File: src/rtl/rtc_bus_pkg.sv
// Shared types and constants for the RTC multiplexed address/data bus responder.
package rtc_bus_pkg;

  localparam int DATA_W_DEF = 8;
  localparam int NREGS_DEF  = 16;

  // Strobe bundle order is {a_d, cs, rd, wr}; every line idles high.
  localparam logic [3:0] STROBE_IDLE = 4'b1111;

  typedef enum logic [1:0] {
    IDLE,
    ADDR,
    DATA_WR,
    DATA_RD
  } state_t;

endpackage

File: src/rtl/rtc_strobe_sync.sv
// Per-bit delay chain for bus inputs: two flops with RTC_RESP_SYNC_EN defined, one otherwise.
module rtc_strobe_sync #(
  parameter int               WIDTH     = 4,
  parameter logic [WIDTH-1:0] RESET_VAL = '1
) (
  input  logic             clk,
  input  logic             reset,
  input  logic [WIDTH-1:0] d,
  output logic [WIDTH-1:0] q
);

`ifdef RTC_RESP_SYNC_EN
  localparam int DEPTH = 2;
`else
  localparam int DEPTH = 1;
`endif

  genvar gi;
  generate
    for (gi = 0; gi < WIDTH; gi++) begin : g_bit
      logic [DEPTH-1:0] chain_reg;

      always_ff @(posedge clk) begin
        if (reset) begin
          chain_reg <= {DEPTH{RESET_VAL[gi]}};
        end else begin
          chain_reg[0] <= d[gi];
          for (int k = 1; k < DEPTH; k++) begin
            chain_reg[k] <= chain_reg[k-1];
          end
        end
      end

      assign q[gi] = chain_reg[DEPTH-1];
    end
  endgenerate

endmodule

File: src/rtl/rtc_bus_responder.sv
// Responder end of the multiplexed RTC address/data bus with an inline register bank and core side port.
// Define RTC_RESP_SYNC_EN to pass bus inputs through 2-flop synchronizers instead of a single register.
module rtc_bus_responder
  import rtc_bus_pkg::*;
#(
  parameter int DATA_W = DATA_W_DEF,
  parameter int NREGS  = NREGS_DEF
) (
  input  logic              clk,
  input  logic              reset,
  input  logic              a_d,
  input  logic              cs,
  input  logic              rd,
  input  logic              wr,
  input  logic [DATA_W-1:0] ad_in,
  output logic [DATA_W-1:0] ad_out,
  output logic              ad_oe,
  input  logic              core_we,
  input  logic [DATA_W-1:0] core_addr,
  input  logic [DATA_W-1:0] core_wdata,
  output logic              bus_we,
  output logic [DATA_W-1:0] bus_addr,
  output logic [DATA_W-1:0] bus_wdata,
  output logic              addr_err
);

  localparam int AW = (NREGS > 1) ? $clog2(NREGS) : 1;

  logic [3:0]        strobe_s;
  logic [DATA_W-1:0] ad_s;
  logic              s_a_d, s_cs, s_rd, s_wr;

  // Data goes through the same delay as the strobes so both stay aligned.
  rtc_strobe_sync #(.WIDTH(4), .RESET_VAL(STROBE_IDLE)) u_strobe_sync (
    .clk   (clk),
    .reset (reset),
    .d     ({a_d, cs, rd, wr}),
    .q     (strobe_s)
  );

  rtc_strobe_sync #(.WIDTH(DATA_W), .RESET_VAL('0)) u_data_sync (
    .clk   (clk),
    .reset (reset),
    .d     (ad_in),
    .q     (ad_s)
  );

  assign {s_a_d, s_cs, s_rd, s_wr} = strobe_s;

  state_t            state_reg;
  logic [DATA_W-1:0] addr_shadow_reg, data_shadow_reg;
  logic [DATA_W-1:0] ad_out_reg, bus_addr_reg, bus_wdata_reg;
  logic              ad_oe_reg, bus_we_reg, addr_err_reg;
  logic [DATA_W-1:0] regs_reg [NREGS];

  logic              bus_in_range, core_in_range, wr_release, bus_commit;
  logic [DATA_W-1:0] rd_value;

  always_comb begin
    bus_in_range  = (32'(bus_addr_reg) < 32'(NREGS));
    core_in_range = (32'(core_addr) < 32'(NREGS));
    wr_release    = s_cs | s_wr;
    bus_commit    = (state_reg == DATA_WR) && wr_release && bus_in_range;
    rd_value      = '1;
    if (bus_in_range) begin
      rd_value = regs_reg[bus_addr_reg[AW-1:0]];
    end
  end

  // Bus commit has priority over a core write to the same register.
  always_ff @(posedge clk) begin
    if (reset) begin
      for (int i = 0; i < NREGS; i++) begin
        regs_reg[i] <= '0;
      end
    end else begin
      for (int i = 0; i < NREGS; i++) begin
        if (bus_commit && bus_addr_reg == DATA_W'(i)) begin
          regs_reg[i] <= data_shadow_reg;
        end else if (core_we && core_in_range && core_addr == DATA_W'(i)) begin
          regs_reg[i] <= core_wdata;
        end
      end
    end
  end

  always_ff @(posedge clk) begin
    if (reset) begin
      state_reg       <= IDLE;
      addr_shadow_reg <= '0;
      data_shadow_reg <= '0;
      ad_out_reg      <= '0;
      ad_oe_reg       <= 1'b0;
      bus_we_reg      <= 1'b0;
      bus_addr_reg    <= '0;
      bus_wdata_reg   <= '0;
      addr_err_reg    <= 1'b0;
    end else begin
      bus_we_reg <= 1'b0;
      case (state_reg)
        IDLE: begin
          // Write strobe wins when rd and wr are both low in a data phase.
          if (!s_cs && !s_wr) begin
            if (!s_a_d) begin
              state_reg       <= ADDR;
              addr_shadow_reg <= ad_s;
            end else begin
              state_reg       <= DATA_WR;
              data_shadow_reg <= ad_s;
            end
          end else if (!s_cs && !s_rd && s_a_d) begin
            state_reg  <= DATA_RD;
            ad_oe_reg  <= 1'b1;
            ad_out_reg <= rd_value;
            if (!bus_in_range) begin
              addr_err_reg <= 1'b1;
            end
          end
        end
        ADDR: begin
          if (wr_release) begin
            bus_addr_reg <= addr_shadow_reg;
            state_reg    <= IDLE;
          end else begin
            addr_shadow_reg <= ad_s;
          end
        end
        DATA_WR: begin
          if (wr_release) begin
            bus_wdata_reg <= data_shadow_reg;
            bus_we_reg    <= bus_in_range;
            if (!bus_in_range) begin
              addr_err_reg <= 1'b1;
            end
            state_reg <= IDLE;
          end else begin
            data_shadow_reg <= ad_s;
          end
        end
        DATA_RD: begin
          if (s_cs || s_rd) begin
            ad_oe_reg <= 1'b0;
            state_reg <= IDLE;
          end else begin
            ad_out_reg <= rd_value;
          end
        end
        default: state_reg <= IDLE;
      endcase
    end
  end

  assign ad_out    = ad_out_reg;
  assign ad_oe     = ad_oe_reg;
  assign bus_we    = bus_we_reg;
  assign bus_addr  = bus_addr_reg;
  assign bus_wdata = bus_wdata_reg;
  assign addr_err  = addr_err_reg;

endmodule
File: config.mk
export PLATFORM = sky130hd
export DESIGN_NAME = rtc_bus_responder
export DESIGN_NICKNAME = d
export VERILOG_FILES = /design/src/rtl/rtc_bus_pkg.sv /design/src/rtl/rtc_strobe_sync.sv /design/src/rtl/rtc_bus_responder.sv
export SDC_FILE = /design/constraint.sdc
export NUM_CORES = 1
export LEC_CHECK = 0
export CORE_UTILIZATION = 30
export CTS_CLUSTER_SIZE = 10
export DETAILED_ROUTE_END_ITERATION = 12
export HOLD_SLACK_MARGIN = 0.02
export MAX_ROUTING_LAYER = met4
export PLACE_DENSITY = 0.56
export SLEW_MARGIN = 0
export SYNTH_ARGS = -nofsm -noshare
export SYNTH_HDL_FRONTEND = slang
export SYNTH_SLANG_ARGS = --single-unit
File: constraint.sdc
create_clock -name clk -period 2.4 [get_ports clk]
set_input_delay 0.48 -clock clk [delete_from_list [all_inputs] [get_ports clk]]
set_output_delay 0.48 -clock clk [all_outputs]
set_load 0.01 [all_outputs]
==> reports/qor.csv <==
stage,metric,value,unit
sta,Rel. slew slack,48.35,%
clock_network,cts hold-fix bufs,0,
die,cell row count,64,
cells_and_area,share of layout cells above drive strength 1,26.29,%
routing,final wirelength,27540,um
sta,Setup WS post-layout,0.1812,ns
placement,detailed-placement wirelength estimate,19660,um
die,Starting Density,30.69,%
synthesis,average size of a mapped cell,12.19,um^2
placement,DP Area,10930,um^2
pwr,Worst IR Drop VDD,0.3862,mV
synthesis,"area leader, netlist",edfxtp_1,
synthesis,Post-synth EDFFs,128,
synthesis,register area share after synthesis,53.67,%
sta,Final TNS setup,0,ns
synthesis,Synth cell types,54,
sta,final setup vio count,0,
cells_and_area,max FFs per register,128,
clock_network,clock sinks,189,
setup_path,RR Startpoint,bus_addr[7],
placement,placed cells,1239,
routing,WL met3,1495,um
synthesis,register bit total from synthesis,189,
setup_path,R2R Setup Slk,0.18,ns
global_routing,number of global-route vias before repair,6527,
sta,RSZ-0062 raised after global routing,false,
pwr,leakage power,3.982,nW
global_routing,initial antenna violation count,0,
sta,clock skew,0.01246,ns
synthesis,post-synth top area share,40.73,%
cells_and_area,# diodes,0,
global_routing,largest net degree at the start of global routing,57,
sta,Tightest Pin Transition,0.7747,ns
routing,met2 WL,12980,um
synthesis,syn nets,809,
outcome,status,completed,
routing,DRT iter0 DRCs,616,
setup_path,Setup crit end kind,register,
cells_and_area,most frequent cells in the layout,"edfxtp_1, nor2_1, mux2i_1, buf_4, dfxtp_1",
setup_path,Startpoint Class,register,
clock_network,TritonCTS clock tree,built,
sta,final hold violations,0,
routing,first-pass iteration count of the detailed router,7,
synthesis,synth top area cells,"edfxtp_1, dfxtp_1, mux2i_1",
die,IO Count,58,
die,die area,32170,um^2
clock_network,CTS H-tree depth,4,
setup_path,worst endpoint required time,2.58,ns
routing,DRT met1 WL,12460,um
die,core area,30750,um^2
routing,wire per inst,21.67,um
global_routing,GR Overflow Total,0,
routing,vias,6661,
die,die width,179.4,um
synthesis,YS warnings,0,
setup_path,Crit Path Max Fanout,8,
synthesis,Synth Flop Type,edfxtp_1,
routing,Vias/cell,5.241,
clock_network,Post-CTS Resized,0,
cells_and_area,footprint of the multi-input gates,4115,um^2
cells_and_area,Post-Layout Cell Count,1271,
routing,Top Metal Used,met4,
cells_and_area,post-route cell area,11510,um^2
sta,Final Max Tran Viols,0,
pwr,PwrDens,651.6,nW/um^2
job,Max Cap Viol,0,
placement,dpl ws,-0.1882,ns
setup_path,Crit. Startpoint,bus_addr[7],
routing,Remaining DRCs,0,
clock_network,post-CTS setup buffers,0,
global_routing,gr usage total,18.38,%
cells_and_area,"commonest non-fill, non-tap cell in the layout",edfxtp_1,
cells_and_area,register area,5066,um^2
hold_path,min-delay worst type,register to register,
routing,Routed Antenna Nets,0,
die,die height,179.4,um
placement,global placement routability congestion,0.8315,
setup_path,"Arr. time, crit path",2.40,ns
clock_network,Clock Latency Late Sink,0.44,ns
sta,crit path time final,2.219,ns
synthesis,"Cell Area, Synth",9438,um^2
synthesis,Cells after Synth,774,
synthesis,share of synthesized registers carrying an async set or reset,0,%
setup_path,reg2reg path depth,5,
cells_and_area,layout filler cell count,3003,
cells_and_area,utilization after layout,37.43,%
clock_network,Worst-path clk slew,0.07,ns
cells_and_area,final net count,897,
setup_path,Setup CP Type,register to register,
sta,fmax,450.7,MHz
clock_network,CTS Root Cell,clkbuf_16,
sta,ratio of final minimum period to clock period,92.45,%
global_routing,global-route wire length before repair,41610,um
placement,PortBufs,57,
setup_path,worst reg2reg endpoint,regs_reg[12][1],
clock_network,CTS Buf Count,17,
clock_network,worst-case clock buffer depth,2,
cells_and_area,area growth from synthesis to layout,21.95,%
setup_path,Worst Setup EP,regs_reg[12][1],
## cells by family after synthesis
family / Yosys count / share of synthesized area, %
AOI/OAI and AO/OA: 150 / 11.83
adders and majority gates: 4 / 0.5303
buffers and inverters: 64 / 2.797
DFF: 189 / 53.67
muxes: 112 / 15.59
and+or+nand+nor: 255 / 15.59
## worst min path at each step
stage | startpoint | endpoint | slack (ns) | depth (start not counted)
5_1_grt | bus_wdata[6] | bus_wdata[6] | 0.48 | 2
6_report | bus_wdata[6] | bus_wdata[6] | 0.46 | 2
3_5_place_dp | bus_wdata[7] | bus_wdata[7] | 0.45 | 2
4_1_cts | bus_wdata[6] | bus_wdata[6] | 0.47 | 2
3_3_place_gp | bus_wdata[5] | bus_wdata[5] | 0.45 | 2
2_1_floorplan | u_data_sync.g_bit[0].chain_reg | addr_shadow_reg[0] | 0.46 | 2
## power by group
part / total, mW / switching (mW) / internal, mW
Combinational: 0.964 / 0.585 / 0.379
Clock: 2.84 / 1.33 / 1.50
Sequential: 3.70 / 0.0787 / 3.62
## per-stage QoR
stage                     hold slack (ns)  total power, mW
after floorplan                    0.4601            4.356
after global placement             0.4525            4.726
after detailed placement           0.4514            4.736
after CTS                          0.4651            7.535
after global routing               0.4819            7.747
final                              0.4640            7.499
## synth_stat cells (3+ instances only)
master	number
a22o_1	8
a22oi_1	8
mux2_2	8
nor4_4	5
or2_2	7
nor3_4	6
buf_2	10
ha_1	4
nand2b_1	23
mux2_4	8
a21oi_1	12
edfxtp_1	128
o21ai_0	26
dfxtp_1	61
nor2_1	100
nand2_1	29
nand4b_1	6
a221oi_1	8
nor2b_1	31
a31o_2	49
and2_1	4
nand4_1	11
mux2i_1	72
nand3_1	10
inv_1	4
clkbuf_1	45
o21bai_1	8
a31oi_1	8
buf_1	3
o22ai_1	12
or3b_2	9
mux4_2	24
## routing by layer
| layer | track usage, % | vias up |
|---|---|---|
| li1 | - | 3105 |
| met5 | - | - |
| met2 | 29.01 | 231 |
| met3 | 3.143 | 40 |
| met1 | 24.28 | 3285 |
| met4 | 5.042 | 0 |
## layout make-up
type	instances	area share, %
clock buffer	20	4.250
clock inverter	12	0.8262
sequential	189	44.02
tap	396	4.305
inverter	4	0.1304
timing repair buffer	129	10.72
multi-input combinational	521	35.75
## critical path, stage by stage (launching register included)
cell and delay, ns:
dfxtp_1 0.35, or4_4 0.68, nor4_4 0.40, nor3_4 0.08, buf_12 0.15, mux2_4 0.29
(Power assumes the default switching activity.)
